--- src/rtl/plic_pkg.sv ---
// rtl/plic_pkg.sv - shared PLIC constants and gateway state type
// Ports: none (packages only)
//   constants : register byte offsets and default source count
//   wires     : gateway state enum shared by plic and plic_gateway
package constants;
  localparam int NSRC_DEFAULT = 8;

  // Byte offsets; the bus decodes only address bits [9:2].
  localparam logic [9:0] OFF_PRIORITY  = 10'h000;
  localparam logic [9:0] OFF_PENDING   = 10'h080;
  localparam logic [9:0] OFF_ENABLE    = 10'h100;
  localparam logic [9:0] OFF_THRESHOLD = 10'h200;
  localparam logic [9:0] OFF_CLAIM     = 10'h204;
endpackage

package wires;
  typedef enum logic [1:0] {
    GW_IDLE    = 2'd0,
    GW_PEND    = 2'd1,
    GW_CLAIMED = 2'd2
  } gw_state_t;
endpackage

--- src/rtl/plic_gateway.sv ---
// rtl/plic_gateway.sv - per-source level-sensitive interrupt gateway
// Ports:
//   clk      : clock
//   rst      : synchronous active-low reset
//   irq      : level-sensitive source line
//   claim    : one-cycle pulse, a claim read returned this source
//   complete : one-cycle pulse, complete was written with this source ID
//   pending  : high while the gateway sits in PEND
module plic_gateway
  import wires::*;
(
  input  logic clk,
  input  logic rst,
  input  logic irq,
  input  logic claim,
  input  logic complete,
  output logic pending
);

  gw_state_t state;

  // While CLAIMED the source level is ignored; it is only looked at
  // again once complete has returned the gateway to IDLE.
  always_ff @(posedge clk) begin
    if (!rst) begin
      state <= GW_IDLE;
    end else begin
      case (state)
        GW_IDLE:    if (irq)      state <= GW_PEND;
        GW_PEND:    if (claim)    state <= GW_CLAIMED;
        GW_CLAIMED: if (complete) state <= GW_IDLE;
        default:                  state <= GW_IDLE;
      endcase
    end
  end

  assign pending = (state == GW_PEND);

endmodule

--- src/rtl/plic.sv ---
// rtl/plic.sv - platform interrupt controller: register bus, arbiter, gateways
// Ports:
//   rst         : synchronous active-low reset
//   clk         : clock
//   irq_src     : level interrupt lines, bit 0 unused
//   mem_valid   : bus request strobe
//   mem_wstrb   : nonzero = full-word write, zero = read
//   mem_addr    : byte address, bits [9:2] decoded
//   mem_wdata   : write data
//   mem_rdata   : read data, zero outside the response cycle
//   mem_ready   : one-cycle response pulse
//   extern_irpt : registered external interrupt request
module plic
  import constants::*;
#(
  parameter int NSRC  = NSRC_DEFAULT,
  parameter int PRIOW = 3
) (
  input  logic            rst,
  input  logic            clk,
  input  logic [NSRC-1:0] irq_src,
  input  logic            mem_valid,
  input  logic [3:0]      mem_wstrb,
  input  logic [31:0]     mem_addr,
  input  logic [31:0]     mem_wdata,
  output logic [31:0]     mem_rdata,
  output logic            mem_ready,
  output logic            extern_irpt
);

  localparam int IDW = (NSRC > 2) ? $clog2(NSRC) : 1;

  localparam logic [7:0] W_PRIO  = OFF_PRIORITY[9:2];
  localparam logic [7:0] W_PEND  = OFF_PENDING[9:2];
  localparam logic [7:0] W_EN    = OFF_ENABLE[9:2];
  localparam logic [7:0] W_THR   = OFF_THRESHOLD[9:2];
  localparam logic [7:0] W_CLAIM = OFF_CLAIM[9:2];

  logic [PRIOW-1:0] prio [NSRC];
  logic [NSRC-1:0]  enable;
  logic [PRIOW-1:0] threshold;
  logic [NSRC-1:0]  pending;

  logic             accept;
  logic             wr;
  logic             rd;
  logic [7:0]       word;
  logic [7:0]       prio_idx;
  logic             prio_hit;
  logic             cmp_rd;
  logic             cmp_wr;
  logic [IDW-1:0]   win_id;
  logic [PRIOW-1:0] win_prio;
  logic [IDW-1:0]   claim_id;
  logic [31:0]      rd_val;

  // A request seen during the response cycle is dropped, not queued.
  assign accept   = mem_valid && !mem_ready;
  assign wr       = accept && (mem_wstrb != 4'b0);
  assign rd       = accept && (mem_wstrb == 4'b0);
  assign word     = mem_addr[9:2];
  assign prio_idx = word - W_PRIO;
  assign prio_hit = (32'(prio_idx) < 32'(NSRC));
  assign cmp_rd   = rd && (word == W_CLAIM);
  assign cmp_wr   = wr && (word == W_CLAIM);

  // Strict '>' keeps the earlier (lower) ID on equal priority; starting
  // from priority 0 excludes priority-0 sources from ever winning.
  always_comb begin
    win_id   = '0;
    win_prio = '0;
    for (int i = 1; i < NSRC; i++) begin
      if (pending[i] && enable[i] && (prio[i] > win_prio)) begin
        win_id   = IDW'(i);
        win_prio = prio[i];
      end
    end
  end

  assign claim_id = (win_prio > threshold) ? win_id : '0;

  always_comb begin
    rd_val = '0;
    if (prio_hit)                rd_val = 32'(prio[prio_idx[IDW-1:0]]);
    else if (word == W_PEND)     rd_val = 32'(pending);
    else if (word == W_EN)       rd_val = 32'(enable);
    else if (word == W_THR)      rd_val = 32'(threshold);
    else if (word == W_CLAIM)    rd_val = 32'(claim_id);
  end

  assign pending[0] = 1'b0;

  // A complete ID outside 1..NSRC-1 matches no gateway and so is dropped;
  // a gateway not in CLAIMED ignores its complete pulse by itself.
  for (genvar i = 1; i < NSRC; i++) begin : g_gw
    plic_gateway u_gw (
      .clk      (clk),
      .rst      (rst),
      .irq      (irq_src[i]),
      .claim    (cmp_rd && (claim_id == IDW'(i))),
      .complete (cmp_wr && (mem_wdata == 32'(i))),
      .pending  (pending[i])
    );
  end

  always_ff @(posedge clk) begin
    for (int i = 0; i < NSRC; i++) begin
      if (!rst || i == 0) begin
        prio[i] <= '0;
      end else if (wr && prio_hit && (prio_idx == 8'(i))) begin
        prio[i] <= mem_wdata[PRIOW-1:0];
      end
    end
  end

  always_ff @(posedge clk) begin
    if (!rst) begin
      mem_ready   <= 1'b0;
      mem_rdata   <= '0;
      extern_irpt <= 1'b0;
      enable      <= '0;
      threshold   <= '0;
    end else begin
      mem_ready   <= accept;
      mem_rdata   <= rd ? rd_val : '0;
      extern_irpt <= (win_prio > threshold);
      if (wr && (word == W_EN))  enable    <= {mem_wdata[NSRC-1:1], 1'b0};
      if (wr && (word == W_THR)) threshold <= mem_wdata[PRIOW-1:0];
    end
  end

  logic unused_bits;
  assign unused_bits = ^{irq_src[0], mem_addr[31:10], mem_addr[1:0]};

endmodule

--- config.mk ---
export PLATFORM = sky130hd
export DESIGN_NAME = plic
export DESIGN_NICKNAME = d
export VERILOG_FILES = /design/src/rtl/plic_pkg.sv /design/src/rtl/plic_gateway.sv /design/src/rtl/plic.sv
export SDC_FILE = /design/constraint.sdc
export NUM_CORES = 1
export LEC_CHECK = 0
export BUFFER_PORTS_ARGS = -buffer_cell sky130_fd_sc_hd__buf_2
export CAP_MARGIN = 20
export CORE_UTILIZATION = 50
export DETAILED_ROUTE_END_ITERATION = 10
export GPL_TIMING_DRIVEN = 0
export PLACE_DENSITY = 0.77
export SYNTH_ARGS = -nofsm -noshare
export SYNTH_HDL_FRONTEND = slang
export SYNTH_HIERARCHICAL = 1
export SYNTH_SLANG_ARGS = --single-unit
--- constraint.sdc ---
create_clock -name clk -period 15.2 [get_ports clk]
set_input_delay 0.76 -clock clk [delete_from_list [all_inputs] [get_ports clk]]
set_output_delay 0.76 -clock clk [all_outputs]
set_load 0.02 [all_outputs]
==> results of run 1 <==
[sequential cells by signal, summed over array words and instances, names as in the netlist]
register	cells
enable	7
threshold	3
g_gw.u_gw/state	14
mem_rdata	8
prio	21
extern_irpt	1
mem_ready	1
[power by group]
part,total (mW),switching [mW],internal (mW)
clock,0.0863,0.0527,0.0336
combinational,0.0434,0.0250,0.0183
sequential,0.159,0.00313,0.156
total,0.289,0.0809,0.208
[final cells by class]
| type | count | share of cell area [%] |
|---|---|---|
| timing repair buffer | 60 | 6.47 |
| buffer | 38 | 5.02 |
| tap | 102 | 2.75 |
| inverter | 20 | 1.62 |
| clock buffer | 5 | 1.48 |
| sequential | 55 | 28.3 |
| multi-input combinational | 363 | 53.9 |
| clock inverter | 3 | 0.485 |
[logic make-up after synthesis]
family / synth area share [%]
mux: 6.76
fa+ha+maj: 4.96
simple gates: 32.5
buf+inv: 7.63
compound gates: 15.5
other cells: 0.0930
flops: 32.5
[Yosys cell counts, types with 3 or more instances]
cell | number | area share, %
nor3_1 | 9 | 1.1
nand3_1 | 13 | 1.6
edfxtp_1 | 21 | 16
and2_1 | 24 | 3.7
clkbuf_1 | 14 | 1.3
o21ai_0 | 25 | 3.1
mux2_2 | 4 | 1.1
a211oi_1 | 3 | 0.56
dfxtp_1 | 34 | 17
nor4_1 | 9 | 1.4
and3_1 | 7 | 1.1
buf_4 | 24 | 4.5
nor3b_2 | 7 | 2.2
nand2b_4 | 7 | 2.4
o2111ai_1 | 3 | 0.65
mux4_2 | 3 | 1.7
and2b_2 | 7 | 1.5
nor2_1 | 58 | 5.4
nand2b_1 | 7 | 1.1
nor2b_1 | 4 | 0.62
a22oi_1 | 7 | 1.3
or2_2 | 4 | 0.62
nand2_1 | 35 | 3.3
nand4bb_1 | 7 | 2.0
inv_1 | 20 | 1.9
ha_1 | 16 | 5.0
a21oi_1 | 14 | 1.7
a31oi_1 | 4 | 0.62
mux2i_1 | 13 | 3.2
[worst register-to-register path, delay by kind of cell (launching register included)]
family,cells,cell delay (ns)
AOI/OAI and AO/OA,18,5.23
adders and majority gates,7,1.91
buffers and inverters,3,0.57
DFF,1,0.34
muxes,3,1.06
and+or+nand+nor,20,2.95
[per-layer routing]
| layer | global-route usage [%] | wire length, um |
|---|---|---|
| met5 | 0 | 0 |
| met4 | 10.4 | 306 |
| met3 | 5.31 | 885 |
| met2 | 43.2 | 4790 |
| met1 | 31.8 | 4260 |
[metrics by stage]
stage                     hold WS (ns)  worst slack [ns]  total power, mW  util, %  std cells
after global routing             0.567              2.03            0.300     59.7        646
after detailed placement         0.507              3.31            0.205     58.6        638
after floorplan                  0.477              5.45            0.190        -        476
after global placement           0.495              3.58            0.204     58.6        638
after CTS                        0.534              3.23            0.290     59.7        646
final                            0.531              3.03            0.289     59.7        646
[how the worst max path moves through the flow]
| stage | depth (start not counted) | to | from | slack (ns) |
|---|---|---|---|---|
| final | 51 | g_gw[1].u_gw/state[0] | g_gw[1].u_gw/state[1] | 3.03 |
| after global routing | 51 | g_gw[2].u_gw/state[0] | g_gw[1].u_gw/state[0] | 2.03 |
| after CTS | 51 | g_gw[1].u_gw/state[0] | g_gw[1].u_gw/state[1] | 3.23 |
| after detailed placement | 51 | g_gw[1].u_gw/state[0] | g_gw[1].u_gw/state[1] | 3.31 |
| after global placement | 50 | g_gw[1].u_gw/state[0] | g_gw[1].u_gw/state[1] | 3.58 |
| after floorplan | 50 | g_gw[1].u_gw/state[0] | g_gw[1].u_gw/state[1] | 5.45 |
==> results.ini, run 1 <==
[die]
dieArea_sq_um=8430
die_w_um=91.8
die_y_um=91.8
start_util_pct=51.9
num_io_pins=113
placementRows=32
core_area_sq_um=7770

[timing]
worst_pin_slew_ns=0.885
drv_slew=0
max_freq_mhz=82.2
fin_crit_ns=12.17
period_share_pct=80.0
rsz0062_at_grt=false
maxSlewHeadroom_pct=40.5
final-hold-violation-count=0
fin_setup_tns_ns=0
setup_viol_count_final=0
fin_worst_skew_ns=0.0153

[logic_synthesis]
synth_edf_count=21
yosys.cell_types.count=68
syn_inst=453
yosys_warnings=6
synth_flop_cell=dfxtp_1
netlist_area_sq_um=4030
avgSynthCellArea_sq_um=8.90
synth_seq_cells=55
async_flop_share_pct=0
yosysSeqAreaShare_pct=32.5

[worst_setup_path]
critPathMaxFanout=10
cp.arrival_ns=12.39
required_ns=15.42
slowest_stage=o2111ai_1
critPathKind=reg2reg
rr_startpoint=g_gw[1].u_gw/state[1]
reg2reg_depth=51
r2r_slack_ns=3.03
crit_path_max_incr_delay_ns=0.69
path_common_cell=ha_1
path_delay_family=compound AO/OA/AOI/OAI gates
start_kind=flop
end_kind=flop
worst_r2r_endpoint=g_gw[1].u_gw/state[0]
cp_num_buf_inv=3

[final_layout]
final_cell_mix=60 x buf_2, 58 x nor2_1, 35 x nand2_1, 34 x dfxtp_1, 25 x o21ai_0
n_antenna_cell=0
finalNetCount=638
fillers=673
multi_input_area_sq_um=2500
drive_gt1_share_pct=26.1
fin_area_sq_um=4640
seq_area_sq_um=1310
synthToLayoutAreaGrowth_pct=15.0
layout_commonest_cell=buf_2

[clock_tree]
cts_tree=done
cts_root_buffer=clkbuf_8
path_clk_slew_ns=0.11
cts.repair.resized=0
post_cts_buffers=0
cts_max_level=2
cts_sinks=55
hold_buffers=0
clock_latency_ns=0.32
numCtsBuffers=5
clockBufferDepth=2

[worst_hold_path]
hold_depth=2
min_from=g_gw[5].u_gw/state[0]
holdPathEnd=g_gw[5].u_gw/state[1]
hold_path_class=reg2reg

[power_and_ir_drop]
vdd_ir_drop_max_uv=35.4
p_leak_nw=1.97
powerDensity_nw_per_um2=62.2

[route]
dr_total_vias=3663
via_per_inst=5.67
antenna_left=0
wl_per_cell_um=15.8
drt-initial-drc-count=299
drc_errors=0
wl_mm=10.2
dr.pass1.iters=5

[place]
place.port_buffers=60
gp_congestion=0.887
dpl.hpwl_mm=8.19
placed_area_sq_um=4550

[status]
status=completed

[grt]
grt_pass1_vias=3523
antenna_found_initial=0
grt_pass1_wl_mm=16.9
grt_max_degree=19
grt_usage_pct=25.6
grt-ovfl-total=0

[job]
maxCapViolCount=0

No activity file was read; power rests on OpenSTA's default activity.
==> run 2, diff against run 1 <==
ABC_AREA = 1   (was not set)
PLACE_DENSITY = 0.78   (was 0.77)
clock period = 12.4 ns   (was 15.2 ns; I/O delays follow)
==> run 2 against run 1 <==
  * Flip-flop and latch count is the same
  * Power rose by 20%
  * Sequential share of layout area grew 1.8 points
  * Hold slack lost 0.038 ns
  * Largest cell class unchanged
  * Routed wire length down 8.9%
  * Register-to-register slack improved by 0.12 ns
  * Critical path type unchanged
  * Via count rose by 1.7%
  * Fmax is 32% higher
  * Combinational power is 14% higher
  * Critical endpoint is now g_gw[6].u_gw/state[1]
  * Die area is 7.1% lower
  * Critical path depth grew 3
==> results.ini, run 2 <==
[job]
maxCapViolCount=0

[timing]
maxSlewHeadroom_pct=50.5
fin_crit_ns=9.25
max_freq_mhz=108
setup_slack_ns=3.15
worst_pin_slew_ns=0.739
fin_setup_tns_ns=0
period_share_pct=74.6
fin_worst_skew_ns=0.00934
setup_viol_count_final=0
rsz0062_at_grt=false
drv_slew=0
final-hold-violation-count=0

[final_layout]
fillers=676
regMostFlops=prio
final_cell_mix=93 x nor2_1, 86 x nand2_1, 72 x inv_1, 63 x buf_2, 34 x dfxtp_1
layout_commonest_cell=nor2_1
largest_reg_flops=21
top_regs=prio (21), g_gw.u_gw/state (14), mem_rdata (8)
finalNetCount=712
n_antenna_cell=0
fin_util_pct=60.1
drive_gt1_share_pct=21.8
synthToLayoutAreaGrowth_pct=16.5
final_cells=717

[route]
dr_total_vias=3724
drt-initial-drc-count=337
via_per_inst=5.19
wl_mm=9.33
antenna_left=0
dr.pass1.iters=6
wl_per_cell_um=13.0
drc_errors=0

[die]
die_w_um=88.5
placementRows=31
core_area_sq_um=7250
dieArea_sq_um=7830
start_util_pct=51.6
die_y_um=88.5
num_io_pins=113

[power_and_ir_drop]
clock_power_share_pct=29.4
p_switching_uw=91.4
p_leak_nw=2.14
p_int_uw=255
powerDensity_nw_per_um2=79.5
p_seq_share_pct=56.3
power_frac_comb_pct=14.3
swShare_pct=26.4
vdd_ir_drop_max_uv=57.3
power_uw=347

[grt]
grt-ovfl-total=0
grt_pass1_wl_mm=15.0
grt_usage_pct=25.0
antenna_found_initial=0
grt_pass1_vias=3350
grt_max_degree=22

[logic_synthesis]
async_flop_share_pct=0
syn_inst=524
synthTopCellsByCount=93 x nor2_1, 86 x nand2_1, 72 x inv_1
synth_edf_count=21
synth_top_family_by_area=simple AND/OR/NAND/NOR gates
yosysSeqAreaShare_pct=35.1
synth_area_leader_cell=dfxtp_1
synth_most_common_cell=nor2_1
yosys.area_share.simple_pct=34.1
synth_seq_cells=55
yosys_warnings=6
netlist_area_sq_um=3740
yosys.cell_types.count=39
ys_top_cells_by_area=dfxtp_1 18%, edfxtp_1 17%, nor2_1 9.3%
muxShareOfSynthArea_pct=0
synth-compound-area-share_pct=12.2
synth_fa_ha_area_share_pct=5.35
synth_flop_cell=dfxtp_1
synth_xor_xnor_area_share_pct=0
avgSynthCellArea_sq_um=7.14
synth_top_area_share_pct=18.2

[worst_setup_path]
required_ns=12.65
start_kind=flop
critPathKind=reg2reg
crit_path_max_incr_delay_ns=0.56
cp.arrival_ns=9.50
end_kind=flop
reg2reg_depth=54
slowest_stage=a31oi_1
path_common_cell=nand2_1
critPathMaxFanout=8

[place]
placedCellCount=709
gp_congestion=0.952
dpl.hpwl_mm=7.53
pre_cts_ws_ns=3.22
place.port_buffers=63

[clock_tree]
post_cts_buffers=0
numCtsBuffers=5
clock_latency_ns=0.31
cts_root_buffer=clkbuf_8
path_clk_slew_ns=0.10
hold_buffers=0
cts_sinks=55
cts_tree=done
clockBufferDepth=2
cts_max_level=2
cts.repair.resized=0

[status]
status=completed

[worst_hold_path]
hold_path_class=reg2reg
hold_depth=2

[run 2: worst paths after layout]
check / slack, ns / end / start
worst max-delay path: 3.15 / g_gw[6].u_gw/state[1] / g_gw[1].u_gw/state[0]
worst min-delay path: 0.49 / mem_rdata[6] / enable[6]
worst max register to register: 3.15 / g_gw[6].u_gw/state[1] / g_gw[1].u_gw/state[0]
worst min register to register: 0.49 / mem_rdata[6] / enable[6]
[run 2: stage by stage]
| stage | hold WS, ns | cell area, sq um |
|---|---|---|
| after floorplan | 0.455 | 3830 |
| after global placement | 0.481 | 4270 |
| after detailed placement | 0.483 | 4270 |
| after CTS | 0.499 | 4360 |
| after global routing | 0.505 | 4360 |
| final | 0.493 | 4360 |
[run 2: power by group through the flow]
stage / Clock (mW) / Sequential (mW) / Combinational (mW)
2_1_floorplan: 0 / 0.198 / 0.0318
3_3_place_gp: 0 / 0.199 / 0.0472
3_5_place_dp: 0 / 0.199 / 0.0485
4_1_cts: 0.104 / 0.195 / 0.0486
5_1_grt: 0.111 / 0.196 / 0.0552
6_report: 0.102 / 0.195 / 0.0496
[run 2: final cells by class]
| cell class | count | area, sq um | area share (%) |
|---|---|---|---|
| buffer | 29 | 199 | 4.57 |
| clock buffer | 7 | 86.3 | 1.98 |
| clock inverter | 1 | 5.00 | 0.115 |
| inverter | 78 | 293 | 6.72 |
| multi-input combinational | 385 | 2020 | 46.5 |
| sequential | 55 | 1310 | 30.1 |
| tap | 99 | 124 | 2.84 |
| timing repair buffer | 63 | 315 | 7.24 |
[run 2: critical path: cells and delay by family, from the launching register on]
| family | cells | cell delay (ns) |
|---|---|---|
| adder cells (fa/ha/maj) | 7 | 2.13 |
| flip-flops | 1 | 0.38 |
| buffers and inverters | 5 | 0.57 |
| AO/OA/AOI/OAI | 13 | 2.55 |
| AND/OR/NAND/NOR | 29 | 3.53 |
[run 2: cells by family after synthesis]
group / count (synthesis)
AOI/OAI and AO/OA: 76
adders and majority gates: 16
buffers and inverters: 107
DFF: 55
other: 1
and+or+nand+nor: 269
[run 2: layer usage]
| layer | GRT usage, % | wire length [um] | vias to the layer above |
|---|---|---|---|
| met5 | 0 | 0 | - |
| met3 | 2.80 | 540 | 21 |
| met4 | 8.65 | 224 | 0 |
| met2 | 45.5 | 4750 | 172 |
| li1 | - | - | 1866 |
| met1 | 30.4 | 3810 | 1665 |
==> run 3, diff against run 2 <==
CORE_UTILIZATION = 47   (was 50)
PLACE_DENSITY = 0.77   (was 0.78)
clock period = 7.53 ns   (was 12.4 ns; I/O delays follow)
==> run 3 against run 2 <==
  * The flow now finishes with violations (negative setup slack)
  * Power up 79%
  * Fmax increased by 23%
  * Clock skew barely moved
  * Sequential power up 66%
  * Highest routed layer unchanged
==> results.ini, run 3 (synthesis gave the netlist of run 2 again) <==
[grt]
grt_pass1_wl_mm=16.8
grt_usage_pct=25.2
grt_pass1_vias=3700
grt_max_degree=22
antenna_found_initial=0
grt-ovfl-total=0

[timing]
fin_crit_ns=7.55
maxSlewHeadroom_pct=53.9
max_freq_mhz=133
drv_slew=0
period_share_pct=100
final-hold-violation-count=0
rsz0062_at_grt=true
setup_slack_ns=-0.0165
setup_viol_count_final=1
worst_pin_slew_ns=0.688
fin_worst_skew_ns=0.00941

[route]
drt-initial-drc-count=376
wl_mm=11.1
wl_per_cell_um=14.6
drc_errors=0
via_per_inst=5.41
dr.pass1.iters=5
antenna_left=0
dr_total_vias=4097

[worst_setup_path]
path_delay_family=simple AND/OR/NAND/NOR gates
crit_path_max_incr_delay_ns=0.48
critPathMaxFanout=7
cp.arrival_ns=7.79
end_kind=flop
r2r_slack_ns=-0.02
required_ns=7.78
slowest_stage=edfxtp_1
worst_r2r_endpoint=g_gw[7].u_gw/state[1]
path_common_cell=nand2_1
rr_startpoint=prio[1][2]
reg2reg_depth=55
critPathKind=reg2reg
cp_num_buf_inv=9
start_kind=flop

[final_layout]
regMostFlops=prio
n_antenna_cell=0
largest_reg_flops=21
fillers=633
drive_gt1_share_pct=35.7
final_cell_mix=84 x nor2_1, 70 x nand2_1, 67 x inv_1, 63 x buf_2, 58 x buf_4
layout_commonest_cell=nor2_1
finalNetCount=750
final_cells=758
top_regs=prio (21), g_gw.u_gw/state (14), mem_rdata (8)
synthToLayoutAreaGrowth_pct=35.9

[die]
core_area_sq_um=7730
num_io_pins=113
die_y_um=91.2
dieArea_sq_um=8320
start_util_pct=48.4
die_w_um=91.2
placementRows=32

[job]
maxCapViolCount=0

[clock_tree]
path_clk_slew_ns=0.10
cts_root_buffer=clkbuf_8
hold_buffers=0
clockBufferDepth=2
cts_max_level=2
numCtsBuffers=5
cts_sinks=55
clock_latency_ns=0.31
cts_tree=done

[status]
violations=negative setup slack
status=finished with violations

[worst_hold_path]
hold_depth=3
hold_path_class=in2reg
min_from=irq_src[3]
holdPathEnd=g_gw[3].u_gw/state[0]

[place]
gp_congestion=0.955
pre_cts_ws_ns=-1.40
placedCellCount=712
dpl.hpwl_mm=7.56
place.port_buffers=63

[power_and_ir_drop]
p_leak_nw=2.37
powerDensity_nw_per_um2=122
vdd_ir_drop_max_uv=99.1

-- run 3: cell types whose count changed in the layout (fill, tap and decap cells not counted), moves of 7 or more --
cell,before,now
o21ai_0,32,25
o21ai_4,0,7
ha_1,16,7
ha_4,0,9
nor2_1,93,84
nand2_1,86,70
nand2_2,10,22
buf_4,24,58
-- run 3: worst max path at each step --
stage                                        to             startpoint  depth (start not counted)
after floorplan           g_gw[4].u_gw/state[1]  g_gw[1].u_gw/state[0]                         56
after global placement    g_gw[5].u_gw/state[1]  g_gw[1].u_gw/state[0]                         56
after detailed placement  g_gw[7].u_gw/state[1]  g_gw[1].u_gw/state[0]                         55
after CTS                 g_gw[7].u_gw/state[1]  g_gw[1].u_gw/state[0]                         55
after global routing      g_gw[4].u_gw/state[1]             prio[1][2]                         53
final                     g_gw[7].u_gw/state[1]             prio[1][2]                         55
-- run 3: tightest hold or removal path, cell delays in order --
cell and delay (ns):
buf_2 0.07, o21ai_0 0.06, nor2_1 0.07
-- run 3: where the power goes --
part	leakage [nW]	total (mW)	internal, mW	switching (mW)
combinational	1.82	0.0920	0.0361	0.0558
sequential	0.492	0.323	0.315	0.00743
clock	0.0612	0.205	0.108	0.0971
-- run 3: layout make-up --
cell class,instances,area [sq um],area share (%)
clock buffer,6,82.6,1.62
sequential,55,1310,25.8
inverter,78,295,5.81
timing repair buffer,101,616,12.1
multi-input combinational,385,2420,47.5
buffer,29,199,3.91
tap,102,128,2.51
clock inverter,2,35.0,0.689
-- run 3: timing repair --
item | in CTS | in global routing
endpoints found under the setup margin | 18 | 18
hold endpoints to repair | 0 | 0
buffers inserted | 25 | 14
pin swaps | 40 | 48
resized for setup | 45 | 43
-- run 3: metal layers --
| metal | wire length [um] | share of wire [%] | GRT usage, % |
|---|---|---|---|
| met1 | 4090 | 37 | 29.7 |
| met2 | 5670 | 51 | 46.5 |
| met3 | 925 | 8.3 | 3.02 |
| met4 | 397 | 3.6 | 9.39 |
| met5 | 0 | 0 | 0 |
-- run 3: per-stage QoR --
step	util [%]	hold WS (ns)	instance area [sq um]	total power, mW	TNS (ns)
after floorplan	-	0.455	3840	0.379	0
after global placement	55.4	0.482	4280	0.405	-13.44
after detailed placement	55.4	0.486	4280	0.408	-21.43
after CTS	62.0	0.291	4790	0.613	0
after global routing	65.8	0.317	5080	0.643	-5.20
final	65.8	0.297	5080	0.620	-0.0165
